<file path="src/rtl/mips_pkg.sv">
// Shared encodings for the execute-stage multiply/divide unit.
package mips_pkg;

    localparam int MD_WIDTH = 32;

    typedef enum logic [1:0] {
        OP_MULT  = 2'b00,
        OP_MULTU = 2'b01,
        OP_DIV   = 2'b10,
        OP_DIVU  = 2'b11
    } mdOp_t;

    typedef enum logic [1:0] {
        MD_IDLE = 2'b00,
        MD_CALC = 2'b01,
        MD_FIX  = 2'b10
    } mdState_t;

endpackage

</file>
<file path="src/rtl/mul_div_datapath.sv">
// Shared accumulator/remainder registers with one shift-add or restoring-subtract step per cycle.
// The divide step exists only when MUL_DIV_DIV_EN is defined.
module mul_div_datapath
    import mips_pkg::*;
#(
    parameter int WIDTH = MD_WIDTH
) (
    input  logic             clk,
    input  logic             reset,
    input  logic             load,
    input  logic             step,
`ifdef MUL_DIV_DIV_EN
    input  logic             isDiv,
`endif
    input  logic [WIDTH-1:0] opA,
    input  logic [WIDTH-1:0] opB,
    output logic [WIDTH-1:0] accHi,
    output logic [WIDTH-1:0] accLo
);

    // upper: product high half (multiply) or partial remainder (divide)
    // lower: multiplier being consumed, or dividend shifting out / quotient shifting in
    logic [WIDTH:0]   upper;
    logic [WIDTH-1:0] lower;
    logic [WIDTH-1:0] divisor;
    logic [WIDTH:0]   mulSum;
    logic [WIDTH:0]   nextUpper;
    logic [WIDTH-1:0] nextLower;
`ifdef MUL_DIV_DIV_EN
    logic [WIDTH:0]   remShift;
    logic [WIDTH:0]   remSub;
`endif

    always_comb begin
        mulSum    = upper + (lower[0] ? {1'b0, divisor} : '0);
        nextUpper = {1'b0, mulSum[WIDTH:1]};
        nextLower = {mulSum[0], lower[WIDTH-1:1]};
`ifdef MUL_DIV_DIV_EN
        remShift  = {upper[WIDTH-1:0], lower[WIDTH-1]};
        remSub    = remShift - {1'b0, divisor};
        if (isDiv) begin
            if (remShift < {1'b0, divisor}) begin
                nextUpper = remShift;
                nextLower = {lower[WIDTH-2:0], 1'b0};
            end else begin
                nextUpper = remSub;
                nextLower = {lower[WIDTH-2:0], 1'b1};
            end
        end
`endif
    end

    always_ff @(posedge clk or negedge reset) begin
        if (!reset) begin
            upper   <= '0;
            lower   <= '0;
            divisor <= '0;
        end else if (load) begin
            upper   <= '0;
            lower   <= opA;
            divisor <= opB;
        end else if (step) begin
            upper   <= nextUpper;
            lower   <= nextLower;
        end
    end

    assign accHi = upper[WIDTH-1:0];
    assign accLo = lower;

endmodule

</file>
<file path="src/rtl/mul_div_unit.sv">
// Iterative MULT/MULTU/DIV/DIVU unit producing HI/LO; divide support is built only with MUL_DIV_DIV_EN.
// States: MD_IDLE | waiting for start ; MD_CALC | WIDTH iterations ; MD_FIX | sign fix, write hi/lo, pulse done
module mul_div_unit
    import mips_pkg::*;
#(
    parameter int WIDTH = MD_WIDTH
) (
    input  logic             clk,
    input  logic             reset,
    input  logic             start,
    input  logic [1:0]       op,
    input  logic [WIDTH-1:0] rs,
    input  logic [WIDTH-1:0] rt,
    output logic             busy,
    output logic             done,
    output logic [WIDTH-1:0] hi,
    output logic [WIDTH-1:0] lo,
    output logic             div_by_zero
);

    mdState_t         state, stateNext;
    logic [5:0]       cnt;
    logic             divOp, negRes, busyNext;
    logic             accept, isDivIn, isSignedIn;
    logic [WIDTH-1:0] magA, magB, dpHi, dpLo, hiNext, loNext;
    logic [2*WIDTH-1:0] prod;
`ifdef MUL_DIV_DIV_EN
    logic             negRem, zeroDiv, dbzReg;
    logic [WIDTH-1:0] rsRaw;
`endif

    assign accept     = (state == MD_IDLE) && start;
    assign isDivIn    = op[1];
    assign isSignedIn = (op == OP_MULT) || (op == OP_DIV);
    assign magA       = (isSignedIn && rs[WIDTH-1]) ? -rs : rs;
    assign magB       = (isSignedIn && rt[WIDTH-1]) ? -rt : rt;

    mul_div_datapath #(.WIDTH(WIDTH)) uDatapath (
        .clk   (clk),
        .reset (reset),
        .load  (accept),
        .step  (state == MD_CALC),
`ifdef MUL_DIV_DIV_EN
        .isDiv (divOp),
`endif
        .opA   (magA),
        .opB   (magB),
        .accHi (dpHi),
        .accLo (dpLo)
    );

    always_comb begin
        stateNext = state;
        case (state)
            MD_IDLE: begin
                if (start) begin
`ifdef MUL_DIV_DIV_EN
                    stateNext = MD_CALC;
`else
                    stateNext = isDivIn ? MD_FIX : MD_CALC;
`endif
                end
            end
            MD_CALC: if (cnt == 6'd0) stateNext = MD_FIX;
            MD_FIX:  stateNext = MD_IDLE;
            default: stateNext = MD_IDLE;
        endcase
        // busy stays high through the FIX cycle only when arriving from CALC
        busyNext = (stateNext == MD_CALC) || (state == MD_CALC);
    end

    always_comb begin
        prod   = {dpHi, dpLo};
        hiNext = hi;
        loNext = lo;
        if (!divOp) begin
            {hiNext, loNext} = negRes ? -prod : prod;
        end
`ifdef MUL_DIV_DIV_EN
        else if (zeroDiv) begin
            hiNext = rsRaw;
            loNext = '1;
        end else begin
            hiNext = negRem ? -dpHi : dpHi;
            loNext = negRes ? -dpLo : dpLo;
        end
`endif
    end

    always_ff @(posedge clk or negedge reset) begin
        if (!reset) state <= MD_IDLE;
        else        state <= stateNext;
    end

    always_ff @(posedge clk or negedge reset) begin
        if (!reset) begin
            cnt    <= '0;
            divOp  <= 1'b0;
            negRes <= 1'b0;
            busy   <= 1'b0;
            done   <= 1'b0;
            hi     <= '0;
            lo     <= '0;
        end else begin
            busy <= busyNext;
            done <= (state == MD_FIX);
            if (accept) begin
                cnt    <= 6'(WIDTH - 1);
                divOp  <= isDivIn;
                negRes <= isSignedIn & (rs[WIDTH-1] ^ rt[WIDTH-1]);
            end else if (state == MD_CALC) begin
                cnt <= cnt - 6'd1;
            end
            if (state == MD_FIX) begin
                hi <= hiNext;
                lo <= loNext;
            end
        end
    end

`ifdef MUL_DIV_DIV_EN
    always_ff @(posedge clk or negedge reset) begin
        if (!reset) begin
            negRem  <= 1'b0;
            zeroDiv <= 1'b0;
            rsRaw   <= '0;
            dbzReg  <= 1'b0;
        end else if (accept) begin
            negRem  <= isSignedIn & rs[WIDTH-1];
            zeroDiv <= (rt == '0);
            rsRaw   <= rs;
            dbzReg  <= 1'b0;
        end else if (state == MD_FIX) begin
            dbzReg  <= divOp & zeroDiv;
        end
    end

    assign div_by_zero = dbzReg;
`else
    assign div_by_zero = 1'b0;
`endif

endmodule

</file>
<file path="config.mk">
export PLATFORM = sky130hd
export DESIGN_NAME = mul_div_unit
export DESIGN_NICKNAME = d
export VERILOG_FILES = /design/src/rtl/mips_pkg.sv /design/src/rtl/mul_div_datapath.sv /design/src/rtl/mul_div_unit.sv
export SDC_FILE = /design/constraint.sdc
export NUM_CORES = 1
export LEC_CHECK = 0
export ABC_AREA = 1
export CAP_MARGIN = 20
export CORE_MARGIN = 8
export CORE_UTILIZATION = 50
export CTS_CLUSTER_SIZE = 16
export DETAILED_ROUTE_END_ITERATION = 16
export PLACE_DENSITY_LB_ADDON = 0.25
export RECOVER_POWER = 100
export SYNTH_ARGS = -nofsm -noshare
export SYNTH_HDL_FRONTEND = slang
export SYNTH_SLANG_ARGS = --single-unit
</file>
<file path="constraint.sdc">
create_clock -name clk -period 3.3 [get_ports clk]
set_input_delay 0.99 -clock clk [delete_from_list [all_inputs] [get_ports clk]]
set_output_delay 0.99 -clock clk [all_outputs]
set_load 0.005 [all_outputs]
</file>
==> results.md <==
* Met2 routed WL at 18.5 mm
* Clock root buffer: clkbuf_16
* Pin count of the biggest net entering global routing at 91
* Max Clk Rate at approximately 340 MHz
* Internal reg-to-reg setup slack at slightly below 700 ps
* Synth Cell Area at 13500 um2
* R2r startpoint: uDatapath.accLo[0]
* Vias per cell at about 5.4
* Finished Layout Cells at 2656
* Arr. time, crit path at 3280 ps
* Most common cell after layout, fill and taps aside: nand2_1
* Syn avg cell area at between 6 and 7 um2
* Drt drc at 0
* Row cnt at 60
* Static Leak at 8.16 nW
* Proportion of layout cells with a drive suffix above 1 at 4.49%
* DPL Wire Length at 34.8 mm
* Critical path peak fanout at 19
* Inserted Diodes at 0
* Top cells by area, synth: dfrtp_1 32%, nand2_1 23%, nor2_1 7.2%, inv_1 7.0%, nand3_1 5.8%
* CP Data Required Time at 3650 ps
* Die W at 180 um
* Grt ovf at 0
* Insertion delay to the later sink of the worst-skew pair at 450 ps
* Largest vdd supply drop at 0.000470 V
* Post-synthesis cell type with the largest combined area: dfrtp_1
* Final cycle utilization of the critical path at ~90%
* Period minus WS final at roughly 2900 ps
* WL met1 at between 20 and 25 mm
* Overall Global Routing Usage at 26.7%
* Status: finished with violations
* Failing checks: capacitance limit, slew limit
* Total number of H-tree levels at 4
* Max Cap Viol at 2
* CTS Hold Bufs at 0
* Final hold vios at 0
* Synth top area share at 31.9%
* Die H at around 180 um
* IO Pins at 136
* Net count after synthesis at between 2000 and 2500
* Fin. max-slew vios at 127
* Post-Route WL at 43.5 mm
* Vias in the first global route at 13457
* Initial Utilization at between 50% and 60%
* Slew margin rel. at -20.5%
* CP max-delay cell: nor2_1
* Crit-path max cell delay at 540 ps
* Power, Total at 13.6 mW
* Class of the worst hold path: in2async
* Full die area at 32500 um2
* Clock sinks at 172
* CTS tree: yes
* Routed len/inst at 16.4 um
* Setup TNS at 0 ps
* Fin util at 58.9%
* # port buffers at 134
* Cell variety after synth at 50
* Inserted Clock Buffers at 17
* Reg2reg end: uDatapath.upper[15]
* Crit path kind: in2reg
* Clock Skews at about 19 ps
* Postcts setup bufs at 0
* Seq/Total Area, Yosys at 31.9%
* Longest Clk Path Bufs at 2
* # fillers at approximately 2700
* Placer Congestion at 0.995
* Post-CTS sizing at 0
* Drt pass-1 iters at 5
* Detailed Route Iter0 Violations at 1171
* Crit. End Element: flop
* RSZ-0062 raised after global routing: false
* First-pass GRT wire length at 70.9 mm
* Least-Margin Pin Slew at 1810 ps
* Core area at 26700 um2
* R2R depth at 13
* Most frequent cells in the layout: 836 x nand2_1, 263 x nor2_1, 255 x inv_1
* Clk pin slew, worst setup/hold paths at ~90 ps
* P&R area growth vs syn at 16.5%
* Final Setup Violations at 0
* DRT antenna net count at 0
* Routed wl met3 at 3.23 mm
* Cells after synthesis at 2188
* YS warnings at 0
* Initial antenna violation count at 0
* Pwr Density at 868 nW/um2
* CP Cell Sequence: dlygate4sd3_1, nand3_1, inv_2, nor2_1, clkbuf_2, a22oi_1, o31ai_1
* Placed Instances at 2624
* Vias at approximately 14000
* Seq cells post-synth at 172
* Crit path launch type: input port
* Highest routed layer: met4
* Nets at 2408
[report_power, final]
group          internal, mW  total [mW]  switching [mW]
Combinational          2.70        7.39            4.69
Sequential             3.09        4.17            1.09
Clock                  1.03        2.08            1.05
[state kept, by name (all words and copies together) (netlist names)]
name	count
uDatapath.divisor	32
negRes	1
lo	32
state	2
uDatapath.accLo	32
busy	1
done	1
cnt	6
uDatapath.upper	32
hi	32
divOp	1
[critical path, delay by kind of cell]
family | cells | cell delay (ps)
buffers and inverters | 3 | 1100
AOI/OAI and AO/OA | 2 | 270
and+or+nand+nor | 2 | 920
[synth_stat cells (all sizes together)]
cell type	count
and2	3
ha	36
nor4	4
o211ai	7
a31oi	1
buf	35
or2	6
xor2	39
and3	1
clkbuf	26
nand3b	8
o21ai	148
a21boi	1
a21o	1
o221ai	1
mux2	1
o22ai	6
nand4	24
nand2	848
conb	1
inv	261
a22oi	11
o31ai	3
xnor2	10
nor2	285
o32ai	1
o21a	4
fa	1
o21bai	5
a21oi	58
nor3b	2
dfrtp	172
nand3	162
nor3	16
[logic make-up after synthesis]
| group | Yosys count | synth area share (%) |
|---|---|---|
| AND/OR/NAND/NOR | 1359 | 42.0 |
| AO/OA/AOI/OAI | 247 | 9.98 |
| adder cells (fa/ha/maj) | 37 | 3.48 |
| flip-flops | 172 | 31.9 |
| buffers and inverters | 322 | 9.42 |
| multiplexers | 1 | 0.0834 |
| other | 1 | 0.0278 |
| XOR/XNOR | 49 | 3.18 |
[worst max-delay path by stage]
stage | from | end | slack [ps] | cells after the start
finish | start | uDatapath.accLo[6] | 360 | 7
global route | start | uDatapath.accLo[6] | 240 | 7
CTS | uDatapath.accLo[0] | uDatapath.upper[15] | 700 | 13
detailed placement | rs[31] | uDatapath.accLo[29] | 430 | 9
global placement | rs[0] | uDatapath.accLo[18] | 450 | 10
floorplan | uDatapath.accLo[0] | uDatapath.upper[15] | 950 | 17
[per-stage QoR]
| step | hold slack (ps) | instance area, um2 | setup slack [ps] |
|---|---|---|---|
| after global placement | 463 | 15200 | 445 |
| final | 458 | 15700 | 361 |
| after CTS | 483 | 15800 | 700 |
| after detailed placement | 464 | 15200 | 430 |
| after global routing | 491 | 15700 | 240 |
| after floorplan | 446 | 13500 | 952 |
[layout make-up]
| class | instances | area [um2] | share of cell area, % |
|---|---|---|---|
| tap | 341 | 427 | 2.71 |
| timing repair buffer | 156 | 1510 | 9.60 |
| clock inverter | 15 | 190 | 1.21 |
| inverter | 261 | 980 | 6.23 |
| clock buffer | 17 | 425 | 2.70 |
| multi-input combinational | 1694 | 7900 | 50.2 |
| sequential | 172 | 4310 | 27.4 |
[per-layer routing]
layer  vias up  GRT usage (%)
met5         -              0
met4         0           8.70
met1      6527           38.4
met3        54           3.51
li1       7131              -
met2       574           40.9
(Power assumes the default switching activity.)
